`src/rtl/stage_sequencer.sv`:
```
// Stage sequencer for the multi-cycle processor: steps Fetch(1) .. Write Back(5), idle/halted as 0.
// Handles run/single-step start, Memory-stage stalls with a timeout, sticky halt and retire counting.
module stage_sequencer #(
  parameter int COUNT_W  = 16,
  parameter int MAX_WAIT = 8
) (
  input  logic               Clock,
  input  logic               Reset,
  input  logic               Run,
  input  logic               Step,
  input  logic               Halt_Request,
  input  logic               Mem_Wait,
  output logic [2:0]         Stage,
  output logic               Instr_Done,
  output logic [COUNT_W-1:0] Instr_Count,
  output logic               Halted,
  output logic               Mem_Timeout
);

  typedef enum logic [1:0] {
    ST_IDLE   = 2'd0,
    ST_ACTIVE = 2'd1,
    ST_HALTED = 2'd2
  } state_t;

  localparam logic [7:0]         MAX_WAIT_C = 8'(MAX_WAIT);
  localparam logic [COUNT_W-1:0] COUNT_ONE  = {{(COUNT_W-1){1'b0}}, 1'b1};

  state_t             state_r, state_s;
  logic [2:0]         stage_r, stage_s;
  logic               step_flag_r, step_flag_s;
  logic               halt_latch_r, halt_latch_s;
  logic [7:0]         stall_cnt_r, stall_cnt_s;
  logic [COUNT_W-1:0] count_r, count_s;
  logic               done_r, done_s;
  logic               halted_r, halted_s;
  logic               timeout_r, timeout_s;

  // State and output registers; reset abandons any in-flight instruction
  always_ff @(posedge Clock) begin
    if (Reset) begin
      state_r      <= ST_IDLE;
      stage_r      <= 3'd0;
      step_flag_r  <= 1'b0;
      halt_latch_r <= 1'b0;
      stall_cnt_r  <= 8'd0;
      count_r      <= '0;
      done_r       <= 1'b0;
      halted_r     <= 1'b0;
      timeout_r    <= 1'b0;
    end else begin
      state_r      <= state_s;
      stage_r      <= stage_s;
      step_flag_r  <= step_flag_s;
      halt_latch_r <= halt_latch_s;
      stall_cnt_r  <= stall_cnt_s;
      count_r      <= count_s;
      done_r       <= done_s;
      halted_r     <= halted_s;
      timeout_r    <= timeout_s;
    end
  end

  // Next-state and next-output logic
  always_comb begin
    state_s      = state_r;
    stage_s      = stage_r;
    step_flag_s  = step_flag_r;
    halt_latch_s = halt_latch_r;
    stall_cnt_s  = stall_cnt_r;
    count_s      = count_r;
    done_s       = 1'b0;
    halted_s     = halted_r;
    timeout_s    = timeout_r;

    case (state_r)
      ST_IDLE: begin
        stage_s = 3'd0;
        if (Run) begin
          state_s     = ST_ACTIVE;
          stage_s     = 3'd1;
          step_flag_s = 1'b0;
        end else if (Step) begin
          state_s     = ST_ACTIVE;
          stage_s     = 3'd1;
          step_flag_s = 1'b1;
        end else begin
          state_s = ST_IDLE;
        end
      end

      ST_ACTIVE: begin
        case (stage_r)
          3'd1: stage_s = 3'd2;
          3'd2: begin
            stage_s      = 3'd3;
            halt_latch_s = Halt_Request;
          end
          3'd3: stage_s = 3'd4;
          3'd4: begin
            // The stall counter holds completed stall cycles; a further wait past the limit is forced through
            if (Mem_Wait && (stall_cnt_r == MAX_WAIT_C)) begin
              stage_s     = 3'd5;
              timeout_s   = 1'b1;
              stall_cnt_s = 8'd0;
            end else if (Mem_Wait) begin
              stage_s     = 3'd4;
              stall_cnt_s = stall_cnt_r + 8'd1;
            end else begin
              stage_s     = 3'd5;
              stall_cnt_s = 8'd0;
            end
          end
          3'd5: begin
            count_s     = count_r + COUNT_ONE;
            done_s      = 1'b1;
            stall_cnt_s = 8'd0;
            if (halt_latch_r) begin
              state_s  = ST_HALTED;
              stage_s  = 3'd0;
              halted_s = 1'b1;
            end else if (step_flag_r || !Run) begin
              state_s = ST_IDLE;
              stage_s = 3'd0;
            end else begin
              stage_s = 3'd1;
            end
          end
          default: begin
            state_s = ST_IDLE;
            stage_s = 3'd0;
          end
        endcase
      end

      ST_HALTED: begin
        stage_s  = 3'd0;
        halted_s = 1'b1;
      end

      default: begin
        state_s = ST_IDLE;
        stage_s = 3'd0;
      end
    endcase
  end

  assign Stage       = stage_r;
  assign Instr_Done  = done_r;
  assign Instr_Count = count_r;
  assign Halted      = halted_r;
  assign Mem_Timeout = timeout_r;

endmodule

```
`config.mk`:
```
export PLATFORM = sky130hd
export DESIGN_NAME = stage_sequencer
export DESIGN_NICKNAME = d
export VERILOG_FILES = /design/src/rtl/stage_sequencer.sv
export SDC_FILE = /design/constraint.sdc
export NUM_CORES = 1
export LEC_CHECK = 0
export ABC_AREA = 1
export BUFFER_PORTS_ARGS = -buffer_cell sky130_fd_sc_hd__buf_4
export CAP_MARGIN = 10
export CORE_ASPECT_RATIO = 0.8
export CORE_MARGIN = 4
export CORE_UTILIZATION = 40
export CTS_CLUSTER_SIZE = 40
export DETAILED_ROUTE_END_ITERATION = 8
export PLACE_DENSITY_LB_ADDON = 0.05
export RECOVER_POWER = 100
export SYNTH_ARGS = -nofsm -noshare
export SYNTH_HDL_FRONTEND = slang
export SYNTH_SLANG_ARGS = --single-unit
```
`constraint.sdc`:
```
create_clock -name Clock -period 1.6 [get_ports Clock]
set_input_delay 0.24 -clock Clock [delete_from_list [all_inputs] [get_ports Clock]]
set_output_delay 0.24 -clock Clock [all_outputs]
set_load 0.02 [all_outputs]
```
==> impl_metrics.tcl, run 1 <==
set metrics [dict create \
    grtUsageTotal_pct 15.1 \
    synth_edf_count 0 \
    cts_resized 0 \
    dr.pass1.iters 4 \
    ioPinCount 28 \
    std_cell_rows 21 \
    post-dp-hpwl_microns 2720 \
    status "completed" \
    p_sw_uw 345 \
    setup_viol 0 \
    synth_area_leader_cell "dfxtp_1" \
    synthAdderAreaFrac_pct 2.88 \
    synth_mux_area_share_pct 0 \
    period_share_pct 90.0 \
    p_int_mw 1.21 \
    synth_top_family_by_area "simple AND/OR/NAND/NOR gates" \
    instances_no_fill 341 \
    hold_viol 0 \
    syn_nets 261 \
    synth.top_cell.area_share_pct 39.1 \
    vias 1562 \
    slowest_stage "dfxtp_1" \
    cpPeakStageDelay_ns 0.44 \
    grt_max_degree 16 \
    yosysWarnings 0 \
    path_delay_family "simple AND/OR/NAND/NOR gates" \
    grt_pass1_vias 1440 \
    synth_top_flop_cell "dfxtp_1" \
    r2r_slack_ns 0.16 \
    rsz0062_at_grt "no" \
    cp_num_buf_inv 0 \
    path_max_fanout 15 \
    grtUsageMet1_pct 21.6 \
    final_nets 295 \
    start_util_pct 41.4 \
    critPathCaptureType "flop" \
    ant_nets 0 \
    syn-cell-area_sq_mm 0.00174 \
    hp-class "in -> reg" \
    synth.avg_cell_area_sq_um 6.93 \
    io_buffer_count 27 \
    antennaDiodeCount 0 \
    maxSlewViolCount 0 \
    path_cells "nand3_4 -> nor2_8 -> nand3_2 -> nor2_2 -> nand2_1 -> nor2_1 -> nor2_1" \
    fp.dieW_microns 81.8 \
    drive_gt1_share_pct 10.6 \
    placed_cells 335 \
    path_class "reg -> reg" \
    setup_tns_ns 0 \
    dp_slack_ns 0.136 \
    final_common_cell "nand2_1" \
    synth_compound_area_share_pct 10.6 \
    vias_per_cell 4.58 \
    clock.fmax_mhz 695 \
    antenna_found_initial 0 \
    wl_per_cell_microns 10.5 \
    ys_types 27 \
    routabilityCongestion 0.776 \
    fin_ws_ns 0.161 \
    core_sq_mm 0.00420 \
    finClkSkew_ns 0.00429 \
    synth-seq-cells 34 \
    drv_cap 0 \
    layout_min_cycle_time_ns 1.44 \
    cts-htree-levels 2 \
    synthSimpleGateAreaFrac_pct 36.8 \
    power_frac_comb_pct 4.9 \
    syn_to_final_growth_pct 16.0 \
    die-area_sq_mm 0.00548 \
    cts.reportedPaths.clkPinSlew_ns 0.07 \
    synth_xor_area_share_pct 1.01 \
    hold_ws_ns 0.223 \
    root_buffer "clkbuf_8" \
    mostFrequentLayoutCells "nand2_1 (46), nor2_1 (39), inv_1 (37)" \
    cts_made_buffers 5 \
    die_h_microns 67 \
    clock-sinks 34 \
    tightestPinTransition_ns 0.332 \
    wl_microns 3580 \
    drcViolationCount 0 \
    top_usage_layer "met1" \
    ctsHoldBuffers 0 \
    max-vdd-ir-drop_mv 0.449 \
    cts.path.max_buffers 2 \
    path_common_cell "nor2_1" \
    clock_latency_ns 0.28 \
    async_flop_share_pct 0 \
    grt_use_met2_pct 21.5 \
    synth_area_leaders "dfxtp_1 (39%), nand2_1 (9.9%), nor2_1 (8.6%), inv_1 (8.0%), nand3_1 (6.0%)" \
    cellPowerDensity_mw_per_mm2 771 \
    startpoint_type "flop" \
    grt_overflow 0 \
    pwr-share-clk_pct 39.9 \
    drt_iter0_drc 49 \
    tritoncts "done" \
    slew-limit-headroom_pct 77.6 \
    swShare_pct 22.2 \
    num-fill-cells 466 \
    critPathRequiredTime_ns 1.77 \
    cts_setup_buffers 0 \
    arrival_ns 1.61 \
    power_frac_seq_pct 55.2 \
    p_leak_nw 0.837 \
    grt_pass1_wl_microns 6440 \
    grt.met3_usage_pct 4.32 \
    synthCells 251 \
    synth_seq_area_share_pct 39.1 \
]
==> stage by stage <==
step	cell area, sq um	util, %	total power [mW]
floorplan	1740	-	0.928
global route	2020	48.0	1.63
CTS	2100	50.0	1.58
finish	2020	48.0	1.56
detailed placement	2020	48.1	0.959
global placement	2020	48.1	0.960
==> synth_stat cells (all sizes together), types with 2 or more instances <==
master,count
nand4,3
nor3,8
inv,40
nand3,24
ha,4
dfxtp,34
o21ai,16
nor2,46
nand2,49
a21oi,18
buf,2
xor2,2
==> final cells by class <==
type / count / area, sq um / share of cell area [%]
multi-input cells: 174 / 896 / 44.4
clock buffers: 6 / 82.6 / 4.09
inverters: 40 / 150 / 7.43
repair buffers: 30 / 139 / 6.88
flip-flops and latches: 34 / 681 / 33.7
well taps: 57 / 71.3 / 3.53
==> state kept, by name, summed over array words and instances, names as in the netlist <==
register	flops
stall_cnt_r	8
Mem_Timeout	1
halt_latch_r	1
state_r	2
step_flag_r	1
Instr_Done	1
Stage	3
Halted	1
Instr_Count	16
==> worst min-delay path, stage by stage <==
cell and delay, ns:
buf_4 0.08, nor3_1 0.04, nor2_1 0.10
==> layer usage <==
| layer | vias to the layer above | routed length, microns |
|---|---|---|
| met5 | - | 0 |
| met4 | 0 | 31 |
| met3 | 4 | 146 |
| met2 | 18 | 1360 |
| met1 | 675 | 2040 |
| li1 | 865 | - |
==> power by group through the flow <==
stage / combinational, mW / sequential [mW] / clock (mW)
3_5_place_dp: 0.0812 / 0.878 / 0
6_report: 0.0768 / 0.859 / 0.621
3_3_place_gp: 0.0817 / 0.878 / 0
5_1_grt: 0.0892 / 0.860 / 0.686
2_1_floorplan: 0.0468 / 0.881 / 0
4_1_cts: 0.0816 / 0.859 / 0.644
==> cell families (layout without fill, tap and decap cells) <==
group / Yosys count / count (layout)
DFF: 34 / 34
and+or+nand+nor: 132 / 132
AOI/OAI and AO/OA: 36 / 36
buffers and inverters: 43 / 76
xor gates and xnor gates: 2 / 2
adders and majority gates: 4 / 4
==> worst paths after layout <==
check             cells past startpoint    startpoint              end
setup / recovery                      7      Stage[2]  Instr_Count[12]
hold / removal                        3  Halt_Request     halt_latch_r
setup reg to reg                      7      Stage[2]  Instr_Count[12]
hold reg to reg                       2        Halted           Halted
(Power assumes the default switching activity.)
==> inputs of run 2 (changes only) <==
- RECOVER_POWER: 100 -> default
- SLEW_MARGIN: default -> 30
==> run 2 against run 1 <==
Sequential power is essentially flat. Global-route usage is the same. Final cell count did not move. Clock power hardly changed. Routed wire length barely moved. Clock skew is essentially flat. Via count grew 0.45%. First-iteration DRC count is 2.0% lower. Combinational power rose by 4.8%. Non-clock buffer count unchanged. Sequential cell count unchanged. Largest power group unchanged. Highest routed layer unchanged.
==> impl_metrics.tcl, run 2 (synthesized netlist as in run 1, its figures left out) <==
set metrics [dict create \
    io_buffer_count 27 \
    core_sq_mm 0.00420 \
    instances_no_fill 341 \
    cts-htree-levels 2 \
    status "completed" \
    die-area_sq_mm 0.00548 \
    clock_latency_ns 0.28 \
    maxSlewViolCount 0 \
    grt_overflow 0 \
    vias_per_cell 4.60 \
    hold_viol 0 \
    grtUsageTotal_pct 15.1 \
    root_buffer "clkbuf_8" \
    drt_iter0_drc 48 \
    placed_cells 335 \
    p_leak_nw 0.935 \
    startpoint_type "flop" \
    slowest_stage "dfxtp_1" \
    std_cell_rows 21 \
    arrival_ns 1.61 \
    vias 1569 \
    slew-limit-headroom_pct 77.6 \
    period_share_pct 89.8 \
    path_max_fanout 15 \
    mostFrequentLayoutCells "nand2_1 (46), nor2_1 (39), inv_1 (37)" \
    ctsHoldBuffers 0 \
    drv_cap 0 \
    post-dp-hpwl_microns 2720 \
    hold_ws_ns 0.223 \
    cpPeakStageDelay_ns 0.43 \
    ioPinCount 28 \
    tritoncts "done" \
    fp.dieW_microns 81.8 \
    routabilityCongestion 0.776 \
    tightestPinTransition_ns 0.332 \
    finClkSkew_ns 0.00434 \
    cts.path.max_buffers 2 \
    rsz0062_at_grt "no" \
    clock-sinks 34 \
    setup_tns_ns 0 \
    critPathRequiredTime_ns 1.77 \
    largest_register_ffs 16 \
    drive_gt1_share_pct 18.7 \
    path_class "reg -> reg" \
    setup_viol 0 \
    grt_pass1_vias 1440 \
    die_h_microns 67 \
    cts.reportedPaths.clkPinSlew_ns 0.07 \
    syn_to_final_growth_pct 21.0 \
    grt_pass1_wl_microns 6440 \
    clock.fmax_mhz 696 \
    drcViolationCount 0 \
    final_common_cell "nand2_1" \
    grt_max_degree 16 \
    wl_microns 3580 \
    ant_nets 0 \
    path_cells "nand3_4 -> nor2_8 -> nand3_2 -> nor2_2 -> nand2_1 -> nor2_1 -> nor2_1" \
    wl_per_cell_microns 10.5 \
    dr.pass1.iters 4 \
    critPathCaptureType "flop" \
    start_util_pct 41.4 \
    path_common_cell "nor2_1" \
    max-vdd-ir-drop_mv 0.446 \
    hp-class "in -> reg" \
    cellPowerDensity_mw_per_mm2 741 \
    cts_made_buffers 5 \
    antenna_found_initial 0 \
    final_nets 295 \
    antennaDiodeCount 0 \
    layout_min_cycle_time_ns 1.44 \
]
[run 2: changes by cell type in the layout (fill, tap and decap cells not counted), sizes merged]
| cell | change |
|---|---|
| buf | +23 |
| clkbuf | -23 |
[run 2: cell type report]
cell class	instances	area (sq um)
Sequential cell	34	681
Timing Repair Buffer	30	225
Inverter	40	150
Multi-Input combinational cell	174	896
Fill cell	452	2100
Clock buffer	6	82.6
Tap cell	57	71.3
[run 2: metal layers]
layer	GRT usage, %	vias to the layer above	wire length, microns
li1	-	865	-
met1	21.6	682	2030
met2	21.5	18	1370
met3	4.32	4	142
met4	4.98	0	31
met5	0	-	0
[run 2: through the flow]
step                util (%)  setup slack, ns  power, mW  cell area [sq um]
finish                  50.1            0.163       1.56               2110
global route            50.1          0.00721       1.64               2110
CTS                     50.0            0.125       1.58               2100
detailed placement      48.1            0.136      0.959               2020
global placement        48.1            0.132      0.960               2020
floorplan                  -            0.139      0.928               1740
[run 2: final timing paths]
| kind | startpoint | end | slack, ns | cells past startpoint |
|---|---|---|---|---|
| min reg2reg | Halted | Halted | 0.45 | 2 |
| max reg2reg | Stage[2] | Instr_Count[12] | 0.16 | 7 |
| max | Stage[2] | Instr_Count[12] | 0.16 | 7 |
| min | Halt_Request | halt_latch_r | 0.22 | 3 |
[run 2: timing repair]
| action | CTS | global route |
|---|---|---|
| setup endpoints to repair | 0 | 2 |
| gates resized for setup | 0 | 1 |
| buffers inserted | 0 | 0 |
[run 2: critical path, delay by kind of cell (launching register included)]
kind             cells  cell delay, ns
AND/OR/NAND/NOR      7            0.90
flip-flops           1            0.43
[run 2: power breakdown]
part	switching, mW	internal, mW	leakage [nW]	total, mW
logic	0.0502	0.0303	0.617	0.0805
registers	0.00639	0.853	0.274	0.859
clock network	0.290	0.332	0.0431	0.621
total	0.346	1.21	0.935	1.56
==> inputs of run 3 (changes only) <==
- PLACE_DENSITY_LB_ADDON: 0.05 -> default
==> run 3 against run 2 <==
Setup slack lost 0.036 ns. Clock power grew 7.2%. Critical path type unchanged. Combinational power shrank 3.4%. Sequential share of layout area shrank 0.13 points. Non-clock buffer count is the same. Critical endpoint unchanged. Routed wire length grew 1.1%. Critical path depth is the same. Final cell count grew 0.59%.
==> impl_metrics.tcl, run 3 (synthesized netlist as in run 1, its figures left out) <==
set metrics [dict create \
    die-area_sq_mm 0.00548 \
    grt_pass1_wl_microns 6040 \
    ant_nets 0 \
    cpPeakStageDelay_ns 0.44 \
    num-fill-cells 447 \
    cts-htree-levels 2 \
    cellPowerDensity_mw_per_mm2 758 \
    tritoncts "done" \
    top_usage_layer "met1" \
    path_max_fanout 15 \
    path_class "reg -> reg" \
    wl_per_cell_microns 10.6 \
    setup_viol 0 \
    critPathCaptureType "flop" \
    grt_max_degree 16 \
    mostFrequentLayoutCells "nand2_1 (46), nor2_1 (39), inv_1 (37)" \
    grtUsageTotal_pct 14.5 \
    cts.reportedPaths.clkPinSlew_ns 0.07 \
    final_nets 295 \
    startpoint_type "flop" \
    tightestPinTransition_ns 0.316 \
    routabilityCongestion 0.813 \
    grt.met3_usage_pct 4.05 \
    start_util_pct 41.4 \
    grtUsageMet1_pct 20.0 \
    p_leak_nw 0.939 \
    vias_per_cell 4.56 \
    vias 1564 \
    dr.pass1.iters 4 \
    arrival_ns 1.67 \
    cp_num_buf_inv 0 \
    drcViolationCount 0 \
    finClkSkew_ns 0.00540 \
    grt_pass1_vias 1395 \
    grt_overflow 0 \
    layout_min_cycle_time_ns 1.47 \
    clock-sinks 34 \
    hp-class "in -> reg" \
    hold_viol 0 \
    final_common_cell "nand2_1" \
    setup_tns_ns 0 \
    cts_made_buffers 5 \
    path_cells "nand3_4 -> nor2_8 -> nand3_2 -> nor2_2 -> nand2_1 -> nor2_1 -> nor2_1" \
    slowest_stage "dfxtp_1" \
    rsz0062_at_grt "no" \
    maxSlewViolCount 0 \
    clock_latency_ns 0.29 \
    largest_register_ffs 16 \
    ctsHoldBuffers 0 \
    path_common_cell "nor2_1" \
    std_cell_rows 21 \
    critPathRequiredTime_ns 1.79 \
    core_sq_mm 0.00420 \
    drt_iter0_drc 47 \
    path_delay_family "simple AND/OR/NAND/NOR gates" \
    status "completed" \
    io_buffer_count 27 \
    antenna_found_initial 0 \
    placed_cells 335 \
    max-vdd-ir-drop_mv 0.385 \
    die_h_microns 67 \
    clock.fmax_mhz 679 \
    grt_use_met2_pct 20.0 \
    ioPinCount 28 \
    syn_to_final_growth_pct 21.5 \
    period_share_pct 92.0 \
    instances_no_fill 343 \
    cts.path.max_buffers 2 \
    wl_microns 3620 \
    slew-limit-headroom_pct 78.7 \
    utilization_pct 50.3 \
    antennaDiodeCount 0 \
    drive_gt1_share_pct 18.9 \
    drv_cap 0 \
    root_buffer "clkbuf_8" \
    post-dp-hpwl_microns 2720 \
    fp.dieW_microns 81.8 \
]
==> run 3: changes by cell type in the layout (fill, tap and decap cells not counted) <==
cell / previous run / this run
clkbuf_1: 0 / 1
clkinv_2: 0 / 1
==> run 3: through the flow <==
| stage | hold WS, ns | worst slack (ns) | instance area, sq um | power (mW) |
|---|---|---|---|---|
| finish | 0.201 | 0.127 | 2110 | 1.60 |
| global route | 0.224 | 0.0134 | 2110 | 1.68 |
| CTS | 0.191 | 0.119 | 2110 | 1.63 |
| detailed placement | 0.450 | 0.121 | 2020 | 0.957 |
| global placement | 0.438 | 0.156 | 2020 | 0.957 |
| floorplan | 0.382 | 0.139 | 1740 | 0.928 |
==> run 3: timing repair <==
action	CTS	global route
setup buffers	0	0
endpoints found under the setup margin	0	1
endpoints found under the hold margin	0	0
resized for setup	0	1
==> run 3: worst reg2reg max path, delay by kind of cell (launching register included) <==
kind / cells / cell delay (ns)
AND/OR/NAND/NOR: 7 / 0.94
flip-flops: 1 / 0.44
==> run 3: area by class of cell <==
cell class	instances	area, sq um	area share [%]
clock buffers	7	86.3	4.08
clock inverters	1	5.00	0.237
inverters	40	150	7.10
multi-input cells	174	896	42.4
flip-flops and latches	34	681	32.2
well taps	57	71.3	3.37
repair buffers	30	225	10.7
==> run 3: per-layer routing <==
layer  up-vias  routed length, microns  share of wire (%)
met5         -                       0                  0
met1       669                    1980                 55
met2        23                    1420                 39
met3         9                     139                3.8
li1        863                       -                  -
met4         0                      79                2.2
==> run 3: power breakdown <==
part	leakage (nW)	total, mW	internal, mW	switching [mW]
Clock	0.0482	0.666	0.347	0.319
Sequential	0.274	0.860	0.852	0.00762
Combinational	0.617	0.0778	0.0294	0.0484
==> run 3: worst paths after layout <==
kind	startpoint	endpoint	slack, ns	cells past startpoint
max	Stage[2]	Instr_Count[12]	0.13	7
min reg2reg	Halted	Halted	0.46	2
min	Halt_Request	halt_latch_r	0.20	3
max reg2reg	Stage[2]	Instr_Count[12]	0.13	7
